## src/rtl/antitheft_fsm_multi_pkg.sv

```systemverilog
// Shared definitions for the multi-door anti-theft controller: state codes,
// interval-select codes, default parameter values and a timed-state helper.
package antitheft_fsm_multi_pkg;

    typedef enum logic [2:0] {
        ST_ARMED      = 3'd0,
        ST_TRIGGERED  = 3'd1,
        ST_SOUND      = 3'd2,
        ST_DISARMED   = 3'd3,
        ST_WAIT_OPEN  = 3'd4,
        ST_WAIT_CLOSE = 3'd5,
        ST_ARM_DELAY  = 3'd6
    } state_e;

    typedef enum logic [1:0] {
        PROG_ARM = 2'd0,
        PROG_DRV = 2'd1,
        PROG_PAS = 2'd2,
        PROG_ALM = 2'd3
    } prog_sel_e;

    localparam int DEF_N_DOORS = 4;
    localparam int DEF_CNT_W   = 4;
    localparam int DEF_T_ARM   = 6;
    localparam int DEF_T_DRV   = 8;
    localparam int DEF_T_PAS   = 15;
    localparam int DEF_T_ALM   = 10;

    // States in which the countdown runs.
    function automatic logic is_timed(input state_e s);
        return (s == ST_TRIGGERED) || (s == ST_SOUND) || (s == ST_ARM_DELAY);
    endfunction

endpackage

```

## src/rtl/antitheft_fsm_multi_sec.sv

```systemverilog
// Seconds countdown: loadable down-counter advanced by the 1 Hz tick.
// A tick while count==1 signals expiry, so a loaded value T lasts T ticks.
module sec_countdown #(
    parameter int CNT_W = 4
) (
    input  logic             clock,
    input  logic             reset,
    input  logic             clear,
    input  logic             load,
    input  logic [CNT_W-1:0] load_val,
    input  logic             tick,
    output logic [CNT_W-1:0] count,
    output logic             expired
);

    logic [CNT_W-1:0] r_count;
    logic [CNT_W-1:0] w_load_val;

    // A zero interval would never expire, so it behaves as one second.
    assign w_load_val = (load_val == '0) ? CNT_W'(1) : load_val;
    assign expired    = tick && (r_count == CNT_W'(1));
    assign count      = r_count;

    // Counter register: clear, then load (beats tick), then decrement.
    always_ff @(posedge clock) begin
        // NOTE: sequential state always uses non-blocking assignments so every
        // flop samples pre-edge values regardless of block ordering.
        if (reset) begin
            r_count <= '0;
        end else if (clear) begin
            r_count <= '0;
        end else if (load) begin
            r_count <= w_load_val;
        end else if (tick && (r_count != '0)) begin
            r_count <= r_count - CNT_W'(1);
        end
    end

endmodule

```

## src/rtl/antitheft_fsm_multi.sv

```systemverilog
// Vehicle anti-theft controller for N doors with reprogrammable delays and an
// internal seconds countdown. Outputs are decoded from registered state only.
module antitheft_fsm_multi
    import antitheft_fsm_multi_pkg::*;
#(
    parameter int N_DOORS   = DEF_N_DOORS,
    parameter int CNT_W     = DEF_CNT_W,
    parameter int T_ARM_DEF = DEF_T_ARM,
    parameter int T_DRV_DEF = DEF_T_DRV,
    parameter int T_PAS_DEF = DEF_T_PAS,
    parameter int T_ALM_DEF = DEF_T_ALM
) (
    input  logic                       clock,
    input  logic                       reset,
    input  logic                       one_hz_enable,
    input  logic                       ignition,
    input  logic [N_DOORS-1:0]         door,
    input  logic                       reprogram,
    input  logic [1:0]                 prog_sel,
    input  logic [CNT_W-1:0]           prog_val,
    output logic                       siren,
    output logic                       status,
    output logic [2:0]                 state,
    output logic [$clog2(N_DOORS)-1:0] trig_door,
    output logic [CNT_W-1:0]           timer
);

    localparam int TD_W = $clog2(N_DOORS);

    state_e           r_state;
    state_e           w_next;
    logic             r_blink;
    logic [TD_W-1:0]  r_trig_door;
    logic [TD_W-1:0]  w_low_idx;
    logic             w_latch_trig;
    logic [CNT_W-1:0] r_t_arm;
    logic [CNT_W-1:0] r_t_drv;
    logic [CNT_W-1:0] r_t_pas;
    logic [CNT_W-1:0] r_t_alm;
    logic             w_any_door;
    logic             w_tick;
    logic             w_load;
    logic [CNT_W-1:0] w_load_val;
    logic             w_clear;
    logic             w_expired;
    logic [CNT_W-1:0] w_count;

    assign w_any_door = |door;
    assign w_tick     = one_hz_enable && is_timed(r_state);
    assign w_clear    = !is_timed(w_next);

    sec_countdown #(.CNT_W(CNT_W)) u_countdown (
        .clock    (clock),
        .reset    (reset),
        .clear    (w_clear),
        .load     (w_load),
        .load_val (w_load_val),
        .tick     (w_tick),
        .count    (w_count),
        .expired  (w_expired)
    );

    // Lowest-numbered open door; the driver door (bit 0) naturally wins.
    always_comb begin
        w_low_idx = '0;
        for (int i = N_DOORS - 1; i >= 0; i--) begin
            if (door[i]) w_low_idx = TD_W'(i);
        end
    end

    // Next-state, timer load and trigger-latch decode.
    always_comb begin
        // NOTE: every output of this block gets a default first so no path
        // leaves it unassigned, which would infer a latch.
        w_next       = r_state;
        w_load       = 1'b0;
        w_load_val   = '0;
        w_latch_trig = 1'b0;
        unique case (r_state)
            ST_ARMED: begin
                if (ignition) begin
                    w_next = ST_DISARMED;
                end else if (w_any_door) begin
                    w_next       = ST_TRIGGERED;
                    w_load       = 1'b1;
                    w_load_val   = door[0] ? r_t_drv : r_t_pas;
                    w_latch_trig = 1'b1;
                end
            end
            ST_TRIGGERED: begin
                if (ignition) begin
                    w_next = ST_DISARMED;
                end else if (w_expired) begin
                    w_next     = ST_SOUND;
                    w_load     = 1'b1;
                    w_load_val = r_t_alm;
                end
            end
            ST_SOUND: begin
                if (ignition)       w_next = ST_DISARMED;
                else if (w_expired) w_next = ST_ARMED;
            end
            ST_DISARMED: begin
                if (!ignition) w_next = ST_WAIT_OPEN;
            end
            ST_WAIT_OPEN: begin
                if (ignition)     w_next = ST_DISARMED;
                else if (door[0]) w_next = ST_WAIT_CLOSE;
            end
            ST_WAIT_CLOSE: begin
                if (ignition) begin
                    w_next = ST_DISARMED;
                end else if (!w_any_door) begin
                    w_next     = ST_ARM_DELAY;
                    w_load     = 1'b1;
                    w_load_val = r_t_arm;
                end
            end
            ST_ARM_DELAY: begin
                if (ignition)        w_next = ST_DISARMED;
                else if (w_any_door) w_next = ST_WAIT_CLOSE;
                else if (w_expired)  w_next = ST_ARMED;
            end
            default: w_next = ST_ARMED;
        endcase
    end

    // State register and trigger-door latch.
    always_ff @(posedge clock) begin
        if (reset) begin
            r_state     <= ST_ARMED;
            r_trig_door <= '0;
        end else begin
            r_state <= w_next;
            if (w_latch_trig) r_trig_door <= w_low_idx;
        end
    end

    // Status blink flop: toggles per second while staying armed, else cleared.
    always_ff @(posedge clock) begin
        if (reset) begin
            r_blink <= 1'b0;
        end else if ((r_state == ST_ARMED) && (w_next == ST_ARMED)) begin
            if (one_hz_enable) r_blink <= ~r_blink;
        end else begin
            r_blink <= 1'b0;
        end
    end

    // Interval registers; a write lands after any same-edge load has used the old value.
    always_ff @(posedge clock) begin
        if (reset) begin
            r_t_arm <= CNT_W'(T_ARM_DEF);
            r_t_drv <= CNT_W'(T_DRV_DEF);
            r_t_pas <= CNT_W'(T_PAS_DEF);
            r_t_alm <= CNT_W'(T_ALM_DEF);
        end else if (reprogram) begin
            unique case (prog_sel_e'(prog_sel))
                PROG_ARM: r_t_arm <= prog_val;
                PROG_DRV: r_t_drv <= prog_val;
                PROG_PAS: r_t_pas <= prog_val;
                PROG_ALM: r_t_alm <= prog_val;
                default:  r_t_arm <= r_t_arm;
            endcase
        end
    end

    assign state     = r_state;
    assign trig_door = r_trig_door;
    assign timer     = w_count;
    assign siren     = (r_state == ST_SOUND);
    assign status    = (r_state == ST_ARMED) ? r_blink
                     : ((r_state == ST_TRIGGERED) || (r_state == ST_SOUND));

endmodule

```

## config.mk

```make
export PLATFORM = sky130hd
export DESIGN_NAME = antitheft_fsm_multi
export DESIGN_NICKNAME = d
export VERILOG_FILES = /design/src/rtl/antitheft_fsm_multi_pkg.sv /design/src/rtl/antitheft_fsm_multi_sec.sv /design/src/rtl/antitheft_fsm_multi.sv
export SDC_FILE = /design/constraint.sdc
export NUM_CORES = 1
export LEC_CHECK = 0
export BUFFER_PORTS_ARGS = -buffer_cell sky130_fd_sc_hd__buf_4
export CAP_MARGIN = 20
export CORE_UTILIZATION = 30
export CTS_CLUSTER_DIAMETER = 120
export DETAILED_ROUTE_END_ITERATION = 7
export PLACE_DENSITY = 0.47
export SYNTH_ARGS = -nofsm -noshare
export SYNTH_HDL_FRONTEND = slang
export SYNTH_SLANG_ARGS = --single-unit
```

## constraint.sdc

```tcl
create_clock -name clock -period 1.8 [get_ports clock]
set_clock_uncertainty 0.05 [all_clocks]
set_input_delay 0.18 -clock clock [delete_from_list [all_inputs] [get_ports clock]]
set_output_delay 0.18 -clock clock [all_outputs]
set_load 0.02 [all_outputs]
```

# Word level (Yosys, flattened, before mapping)
# Cells that the tools add are included.
[classes] n_eq_ne=13 n_addsub=1 n_reduce_logical=21 bitwise=3 n_mux=38
[op_table] operator="$mux W4" n=10
[op_table] operator="$mux W3" n=13
[op_table] operator="$pmux W3 S7" n=1
[op_table] operator="$eq A3 B3 Y1 const B" n=4
[op_table] operator="$pmux W4 S3" n=1
[op_table] operator="$eq A3 B2 Y1 const B" n=3
[op_table] operator="$mux W1" n=8
[op_table] operator="$mux W2" n=4
[op_table] operator="$reduce_and A2 Y1" n=4
[op_table] operator="$eq A3 B1 Y1 const B" n=2
[op_table] operator="$logic_not A3 Y1" n=2
[op_table] operator="$eq A2 B2 Y1 const B" n=2
[op_table] operator="$eq A4 B1 Y1 const B" n=1
[op_table] operator="$logic_and A1 B1 Y1" n=4
[op_table] operator="$logic_not A4 Y1" n=1
[op_table] operator="$logic_or A1 B1 Y1" n=4
[op_table] operator="$reduce_bool A4 Y1" n=1
[op_table] operator="$reduce_or A2 Y1" n=2
[op_table] operator="$reduce_or A4 Y1" n=1
[op_table] operator="$sub A4 B1 Y4 const B" n=1
[op_table] operator="$not A1 Y1" n=3
[op_table] operator="$pmux W1 S3" n=1
[op_table] operator="$eq A2 B1 Y1 const B" n=1
[op_table] operator="$logic_not A2 Y1" n=1
[op_table] operator="$reduce_bool A2 Y1" n=1
[totals] elab_cells=84 register_bits=26 inputBits=15 output_inout_bits=11

# Longest topological paths before layout
# Gate-level depths: netlist (run 1).
[depth] ltp_word=14 depth_mapped=7

# By module
# From an unflattened synthesis (run 1), not the netlist that was laid out.
[unflattened] cells_unflattened=167 area_unflattened_um2=1427.6
[modules_own_cells] module="antitheft_fsm_multi" cells_per_inst=136 n_inst=1 area_each_um2=1149.9 seq_area_each_um2=440.4
[modules_own_cells] module="sec_countdown" cells_per_inst=31 n_inst=1 area_each_um2=277.8 seq_area_each_um2=80.1

# Least setup slack after synthesis (run 1)
# No wires, ideal clock.
[synth_path] path_type="flip-flop to flip-flop" from="register r_state[0], in the netlist state[0]" to="register u_countdown.r_count[0], in the netlist u_countdown.count[0]" slack_ps=-460 arrival_time_ps=2130 stages_incl_launch_ff=7 setup_ps=79 path_buffers=1 required_ps=1671 synth_period_minus_slack_ps=2260 cell_sequence="dfxtp_1 clkbuf_1 nor3b_1 mux2_2 a211oi_1 or4_4 a211oi_2"
[synth_between] elab_chain_cells=14 word_cells_on_any_way=43 cone_classes="eq/ne: 9; mux: 22; bitwise: 1; reduce/logical: 11"
[synth_lines] element="start, declared" line="antitheft_fsm_multi.sv:30" rtl="state_e r_state;"
[synth_lines] element="start signal, assigned" line="antitheft_fsm_multi.sv:134" rtl="r_state <= w_next;"
[synth_lines] element="$eq A3 B2 Y1 (*)"
[synth_lines] element="net siren" line="antitheft_fsm_multi.sv:21" rtl="output logic siren,"
[synth_lines] element="$logic_or A1 B1 Y1 (2 in series)" line="antitheft_fsm_multi_pkg.sv:31" rtl="return (s == ST_TRIGGERED) || (s == ST_SOUND) || (s == ST_ARM_DELAY);"
[synth_lines] element="$logic_and A1 B1 Y1" line="antitheft_fsm_multi.sv:49" rtl="assign w_tick = one_hz_enable && is_timed(r_state);"
[synth_lines] element="$logic_and A1 B1 Y1" line="antitheft_fsm_multi_sec.sv:21" rtl="assign expired = tick && (r_count == CNT_W'(1));"
[synth_lines] element="$mux W3" line="antitheft_fsm_multi.sv:101, antitheft_fsm_multi.sv:122"
[synth_lines] element="$mux W3" line="antitheft_fsm_multi.sv:121" rtl="else if (w_any_door) w_next = ST_WAIT_CLOSE;"
[synth_lines] element="$mux W3" line="antitheft_fsm_multi.sv:120" rtl="if (ignition) w_next = ST_DISARMED;"
[synth_lines] element="$pmux W3 S7" line="antitheft_fsm_multi.sv:79" rtl="unique case (r_state)"
[synth_lines] element="$eq A3 B1 Y1 / $eq A3 B2 Y1 (equally long branches)" line="antitheft_fsm_multi_pkg.sv:31"
[synth_lines] element="$logic_or A1 B1 Y1 (2 in series)" line="antitheft_fsm_multi_pkg.sv:31"
[synth_lines] element="$not A1 Y1 (no source line)"
[synth_lines] element="$reduce_or A2 Y1 (no source line)"
[synth_lines] element="end signal, assigned" line="antitheft_fsm_multi_sec.sv:33" rtl="r_count <= w_load_val;"
[synth_lines] element="end signal, assigned" line="antitheft_fsm_multi_sec.sv:35" rtl="r_count <= r_count - CNT_W'(1);"
[synth_lines] element="end, declared" line="antitheft_fsm_multi_sec.sv:16" rtl="logic [CNT_W-1:0] r_count;"
# The timed path passes the listed nets; every way through them passes the cells marked *.
# A chain may end at the register's enable or synchronous reset.

# Worst setup path in the final report (run 1)
[layout_path] from="register u_countdown.r_count[1], in the netlist u_countdown.count[1]" to="register u_countdown.r_count[0], in the netlist u_countdown.count[0]"
[layout_between] elab_chain_cells=11 word_cells_on_any_way=28 cone_classes="eq/ne: 4; mux: 15; bitwise: 1; reduce/logical: 8"
[layout_lines] element="$eq A4 B1 Y1" line="antitheft_fsm_multi_sec.sv:21"
[layout_lines] element="$logic_and A1 B1 Y1" line="antitheft_fsm_multi_sec.sv:21"
[layout_lines] element="$mux W3" line="antitheft_fsm_multi.sv:101, antitheft_fsm_multi.sv:122"
[layout_lines] element="$mux W3" line="antitheft_fsm_multi.sv:121"
[layout_lines] element="$mux W3" line="antitheft_fsm_multi.sv:120"
[layout_lines] element="$pmux W3 S7" line="antitheft_fsm_multi.sv:79"
[layout_lines] element="$eq A3 B1 Y1 / $eq A3 B2 Y1 (equally long branches)" line="antitheft_fsm_multi_pkg.sv:31"
[layout_lines] element="$logic_or A1 B1 Y1 (2 in series)" line="antitheft_fsm_multi_pkg.sv:31"
[layout_lines] element="$not A1 Y1 (no source line)"
[layout_lines] element="$reduce_or A2 Y1 (no source line)"
# Several ways; a longest one is shown, not always the timed one.

==> results.json, run 1 <==
{
  "rsz0062_at_grt": "true",
  "period_minus_slack_ns": 1.943,
  "synth_area_um2": 1514,
  "nNetsFinal": 246,
  "regArea_um2": 528.0,
  "track_usage": 0.1675,
  "worstSkewPairLatency_ns": 0.27,
  "setup_viol": 4,
  "htree_levels": 1,
  "synth_fp_nets": 187,
  "drt_wl_total_um": 4154,
  "maxSlewHeadroom": 0.7472,
  "async_reset_ff_frac": 0,
  "grt_max_degree": 17,
  "ys_seq_area_frac": 0.3438,
  "gp_congestion": 0.8712,
  "dp_hpwl_um": 3297,
  "cts_buffers": 3,
  "min-delay-start": "prog_val[3]",
  "drtIter0Drc": 92,
  "required_ns": 1.94,
  "yosysTopAreaCell": "dfxtp_1",
  "power.leakage_uw": 0.0009806,
  "yosysMostFrequentCell": "dfxtp_1",
  "synth_edf_count": 0,
  "cpPeakStageDelay_ns": 0.46,
  "antenna_found_initial": 0,
  "fp.dieArea_um2": 5335,
  "n_antenna_cell": 0,
  "hp-class": "input pin to flip-flop",
  "fill_cells": 472,
  "power_uw": 1599,
  "placed_cells": 291,
  "io_buffers": 25,
  "slew_violations": 0,
  "critical_path.cell_chain": "inv_4, ha_4, and4bb_4, o32ai_4, a211oi_4, or4_4, a211oi_2",
  "fin_cells": 295,
  "cp-startpoint": "u_countdown.count[1]$_SDFFE_PP0P_",
  "timing.final.ws_setup_ns": -0.1425,
  "drc_errors": 0,
  "status": "finished with violations",
  "max-vdd-ir-drop_mv": 0.3249,
  "cts_tree": "done",
  "endpoint_kind": "flip-flop",
  "worstSetupPathType": "flip-flop to flip-flop",
  "synth_area_leaders": "dfxtp_1 (34%), mux2i_1 (14%), nor2_1 (5.0%), mux2_2 (3.0%), nand2_1 (2.7%)",
  "synth_commonest_cells": "dfxtp_1 (26), mux2i_1 (21), nor2_1 (20)",
  "multi_input_area_um2": 1041,
  "finalHoldViolations": 0,
  "max_freq_mhz": 514.8,
  "wire_per_inst_um": 14.08,
  "rows": 25,
  "cp.arrival_ns": 2.08,
  "finalCritPeriodShare": 1.079,
  "cap_viol_max_count": 0,
  "vias": 1511,
  "grt_pass1_vias": 1502,
  "cts_buffer_depth": 2,
  "root_buffer": "clkbuf_8",
  "power.density_nw_per_um2": 718.2,
  "avgSynthCellArea_um2": 8.906,
  "yosys.area.top_type_share": 0.3438,
  "start_util": 0.3163,
  "path_delay_family": "simple AND/OR/NAND/NOR gates",
  "crit_fanout": 5,
  "worstSetupStartpointType": "flip-flop",
  "worstReg2RegStart": "u_countdown.count[1]$_SDFFE_PP0P_",
  "ys.warnings.count": 0,
  "post_cts_buffers": 0,
  "ys_ff_latch": 26,
  "cts_sinks": 26,
  "core-area_um2": 4786,
  "drive_gt1_frac": 0.4254,
  "yosysUniqueCellTypes": 50,
  "path_clk_slew_ns": 0.09,
  "violations": "setup timing",
  "synth_ff_type": "dfxtp_1",
  "die_h_um": 73.04,
  "synth_cells": 170,
  "overflow": 0,
  "ios": 26,
  "pre_cts_ws_ns": -0.2976,
  "final_antenna_net_count": 0,
  "first_pass_iters": 4,
  "worstMarginPinSlew_ns": 0.3792,
  "post-route-util": 0.4651,
  "reg2reg_slack_ns": -0.14,
  "crit_buf_inv": 1,
  "area_delta_synth_final_pct": 47.02,
  "grt_pass1_wl_um": 6893,
  "vias_per_cell": 5.122,
  "slowest_stage": "or4_4",
  "die_x_um": 73.04,
  "cts_hold_buf": 0
}
cells in the final DEF, fill, tap and decap left out, drive strengths merged, types with 2 or more instances in the layout:
cell / count
buf: 64
o21ai: 2
o211ai: 2
nor2b: 5
a211oi: 4
nand3b: 2
a31oi: 2
clkbuf: 3
ha: 2
nor2: 20
mux2: 4
o221a: 2
mux2i: 21
nand2: 11
dfxtp: 26
nor3b: 4
nand2b: 2
a21oi: 6
inv: 5
a22oi: 2
a221o: 2
nor4: 3
nor3: 6
or4: 3
metal layers:
metal / track usage / wire length (um) / vias to the layer above
met1: 0.2027 / 1857 / 742
met4: 0.05011 / 44 / 0
met2: 0.3066 / 2177 / 18
met3: 0.02072 / 74 / 4
met5: 0 / 0 / -
li1: - / - / 747
what timing repair did:
action / 4_1_cts / 5_1_grt
resized for setup: 7 / 3
endpoints found under the hold margin: 0 / 0
setup endpoints to repair: 4 / 4
pin swaps: 3 / 2
where the power goes:
part	internal (uW)	switching, uW	leakage (uW)
logic	246	243	0.000731
clock network	297	189	0.0000357
registers	605	18.6	0.000214
sequential cells by signal (all words and copies together) (netlist names):
signal and cells:
r_t_pas 4, r_blink 1, r_t_alm 4, state 3
trig_door 2, r_t_arm 4, u_countdown.count 4, r_t_drv 4
cells by family (layout without fill, tap and decap cells):
logic type	count (synthesis)	in the layout	synth area share
buffers and inverters	15	73	0.03719
AND/OR/NAND/NOR	64	64	0.2364
flip-flops	26	26	0.3438
multiplexers	25	25	0.1686
XOR/XNOR	2	2	0.01157
adder cells (fa/ha/maj)	2	2	0.01653
AO/OA/AOI/OAI	36	36	0.1860
worst min-delay path, delay by kind of cell:
| family | cells | cell delay, ns |
|---|---|---|
| buffers and inverters | 1 | 0.10 |
| multiplexers | 1 | 0.06 |
| AND/OR/NAND/NOR | 1 | 0.05 |
final timing paths:
check                                                         end  depth (start not counted)
worst max register to register  u_countdown.count[0]$_SDFFE_PP0P_                          7
worst min register to register            r_t_drv[3]$_SDFFE_PP1P_                          2
worst min-delay path                      r_t_alm[3]$_SDFFE_PP1P_                          3
worst max-delay path            u_countdown.count[0]$_SDFFE_PP0P_                          7
area by class of cell:
class / instances / area share
Multi-Input combinational cell: 129 / 0.4677
Tap cell: 67 / 0.03766
Timing Repair Buffer: 64 / 0.2159
Sequential cell: 26 / 0.2372
Clock buffer: 3 / 0.01855
Clock inverter: 1 / 0.01349
Inverter: 5 / 0.009556
per-stage QoR:
stage,area (um^2),TNS [ns],hold WS [ns]
floorplan,1584,-0.5160,0.2551
global placement,2087,-0.7667,0.3700
detailed placement,2087,-0.9714,0.3741
CTS,2212,-0.4887,0.08445
global route,2226,-0.6820,0.09233
finish,2226,-0.3575,0.09565
(Power assumes the default switching activity.)
==> run 2: changes to the inputs <==
--- a/config.mk
+++ b/config.mk
@@ -5,8 +5,10 @@
 export SDC_FILE = /design/constraint.sdc
 export NUM_CORES = 1
 export LEC_CHECK = 0
+export ABC_AREA = 1
 export BUFFER_PORTS_ARGS = -buffer_cell sky130_fd_sc_hd__buf_4
 export CAP_MARGIN = 20
+export CORE_ASPECT_RATIO = 0.9
 export CORE_UTILIZATION = 30
 export CTS_CLUSTER_DIAMETER = 120
 export DETAILED_ROUTE_END_ITERATION = 7
==> results.json, run 2 <==
{
  "status": "finished with violations",
  "violations": "setup timing",
  "synth_area_leaders": "dfxtp_1 (35%), nand2_1 (12%), nor2_1 (8.0%), o21ai_0 (6.0%), inv_1 (6.0%)",
  "power_uw": 2341,
  "cts_buffers": 3,
  "wire_per_inst_um": 11.36,
  "regArea_um2": 524.3,
  "multi_input_area_um2": 904.6,
  "nNetsFinal": 283,
  "synth_edf_count": 0,
  "worstSetupStartpointType": "flip-flop",
  "grt_max_degree": 15,
  "overflow": 0,
  "path_clk_slew_ns": 0.09,
  "ys_seq_area_frac": 0.3467,
  "max-vdd-ir-drop_mv": 0.4640,
  "rsz0062_at_grt": "true",
  "power.leakage_uw": 0.0009462,
  "reg2reg_slack_ns": -0.0007,
  "holdWs_ns": 0.05226,
  "r2r_cells": 11,
  "cts_tree": "done",
  "post-route-util": 0.4107,
  "drtIter0Drc": 68,
  "dp_hpwl_um": 2980,
  "required_ns": 1.96,
  "die_h_um": 69.12,
  "synth_ff_type": "dfxtp_1",
  "fill_cells": 531,
  "cts_hold_buf": 0,
  "timing.final.ws_setup_ns": -0.0007145,
  "async_reset_ff_frac": 0,
  "ys_ff_latch": 26,
  "antenna_found_initial": 0,
  "core-area_um2": 4835,
  "worstHoldEndpoint": "state[2]$_SDFF_PP0_",
  "rows": 24,
  "fp.dieArea_um2": 5292,
  "finalCritPeriodShare": 1.000,
  "synth_area_um2": 1501,
  "hp-class": "input pin to flip-flop",
  "worstSkewPairLatency_ns": 0.27,
  "yosysTopAreaCell": "dfxtp_1",
  "cts_buffer_depth": 2,
  "endpoint_kind": "flip-flop",
  "stdcell_area_um2": 1986,
  "first_pass_iters": 4,
  "dpl_cell_area_um2": 1871,
  "final_antenna_net_count": 0,
  "root_buffer": "clkbuf_8",
  "yosys.area.top_type_share": 0.3467,
  "power.density_nw_per_um2": 1179,
  "layout_common_cells": "nand2_1 (43), buf_4 (42), nor2_1 (32), dfxtp_1 (23), inv_1 (22)",
  "finalHoldViolations": 0,
  "synth_fp_nets": 239,
  "crit_fanout": 5,
  "vias_per_cell": 4.655,
  "synth_fa_ha_area_frac": 0.01667,
  "synthXorXnorAreaFrac": 0.01750,
  "drive_gt1_frac": 0.2981,
  "start_util": 0.3106,
  "area_delta_synth_final_pct": 32.25,
  "max_freq_mhz": 555.3,
  "worstMarginPinSlew_ns": 0.3681,
  "die_x_um": 76.57,
  "drt_wl_total_um": 3749,
  "n_antenna_cell": 0,
  "grt_pass1_vias": 1393,
  "grt_pass1_wl_um": 6541,
  "gp_congestion": 0.8071,
  "rr_endpoint": "u_countdown.count[0]$_SDFFE_PP0P_",
  "yosysUniqueCellTypes": 30,
  "synth_commonest_cells": "nand2_1 (47), nor2_1 (32), dfxtp_1 (26)",
  "synth_top_family_by_area": "simple AND/OR/NAND/NOR gates",
  "setup_viol": 1,
  "vias": 1536,
  "period_minus_slack_ns": 1.801,
  "maxSlewHeadroom": 0.7527,
  "ios": 26,
  "synth_cells": 222,
  "min-delay-start": "reset",
  "synth_mux_area_frac": 0.006667,
  "worstReg2RegStart": "u_countdown.count[1]$_SDFFE_PP0P_",
  "htree_levels": 1,
  "final.setup.tns_ns": -0.0007145,
  "cap_viol_max_count": 0,
  "hold_depth": 2,
  "final_common_cell": "nand2_1",
  "drc_errors": 0,
  "io_buffers": 25,
  "cp.arrival_ns": 1.96,
  "track_usage": 0.1542,
  "avgSynthCellArea_um2": 6.763,
  "yosys.area_share.simple": 0.3800,
  "slew_violations": 0,
  "cts_sinks": 26,
  "worstSetupPathType": "flip-flop to flip-flop",
  "synth_compound_area_frac": 0.1542,
  "yosysMostFrequentCell": "nand2_1",
  "ys.warnings.count": 0
}
-- run 2: cell count changes in the layout (fill, tap and decap cells not counted), sizes merged, moves of 3 or more --
| cell | delta |
|---|---|
| nand3 | +17 |
| mux2 | -4 |
| buf | -22 |
| nor2b | -5 |
| a21oi | +7 |
| or4 | -3 |
| o21ai | +17 |
| nor2 | +16 |
| nor3b | -4 |
| nor3 | +4 |
| mux2i | -20 |
| nand2 | +41 |
| inv | +23 |
| a211oi | -4 |
-- run 2: how the worst max path moves through the flow --
stage                                 startpoint                                end  slack [ns]
5_1_grt        u_countdown.count[1]$_SDFFE_PP0P_  u_countdown.count[2]$_SDFFE_PP0P_       -0.11
2_1_floorplan  u_countdown.count[0]$_SDFFE_PP0P_  u_countdown.count[3]$_SDFFE_PP0P_        0.02
6_report       u_countdown.count[1]$_SDFFE_PP0P_  u_countdown.count[0]$_SDFFE_PP0P_     -0.0007
3_3_place_gp   u_countdown.count[1]$_SDFFE_PP0P_  u_countdown.count[0]$_SDFFE_PP0P_        0.07
3_5_place_dp   u_countdown.count[1]$_SDFFE_PP0P_  u_countdown.count[0]$_SDFFE_PP0P_        0.02
4_1_cts        u_countdown.count[1]$_SDFFE_PP0P_  u_countdown.count[0]$_SDFFE_PP0P_        0.03
-- run 2: logic make-up after synthesis --
group	after synthesis
AO/OA/AOI/OAI	40
XOR/XNOR	3
adder cells (fa/ha/maj)	2
buffers and inverters	31
flip-flops	26
multiplexers	1
AND/OR/NAND/NOR	119
-- run 2: worst max-delay path, stage by stage (launching register included) --
cell     delay [ns]
dfxtp_2        0.34
inv_2          0.07
ha_4           0.12
inv_2          0.04
nor3_4         0.25
nand4_4        0.17
nor2_4         0.22
nor3_2         0.05
buf_4          0.14
a21oi_1        0.11
nand2_1        0.08
a21oi_2        0.10
-- run 2: per-layer routing --
layer | vias up | part of all wire | GRT usage
met1 | 696 | 0.52 | 0.2183
li1 | 815 | - | -
met5 | - | 0 | 0
met3 | 2 | 0.028 | 0.03046
met4 | 0 | 0.0069 | 0.03205
met2 | 23 | 0.45 | 0.2412
-- run 2: timing repair --
item                                    CTS  global route
endpoints found under the setup margin    1             5
resized for setup                         1            14
endpoints found under the hold margin     0             0
buffers inserted                          0             2
pin swaps                                 0             9
cloned                                    0             0
-- run 2: stage by stage --
stage,setup WS [ns],std cells
finish,-0.0007145,330
detailed placement,0.02326,324
global route,-0.1113,330
global placement,0.06976,324
floorplan,0.02365,222
CTS,0.03190,328
-- run 2: cell type report --
cell class | count | share of cell area
inverter | 28 | 0.05293
sequential | 26 | 0.2640
tap | 65 | 0.04096
multi-input combinational | 165 | 0.4556
clock buffer | 4 | 0.02773
timing repair buffer | 42 | 0.1588
-- run 2: power breakdown --
group          internal, uW  leakage, uW  switching, uW
clock                   195    0.0000288            187
combinational           520     0.000703            690
sequential              660     0.000214           88.5
total                  1380     0.000946            965
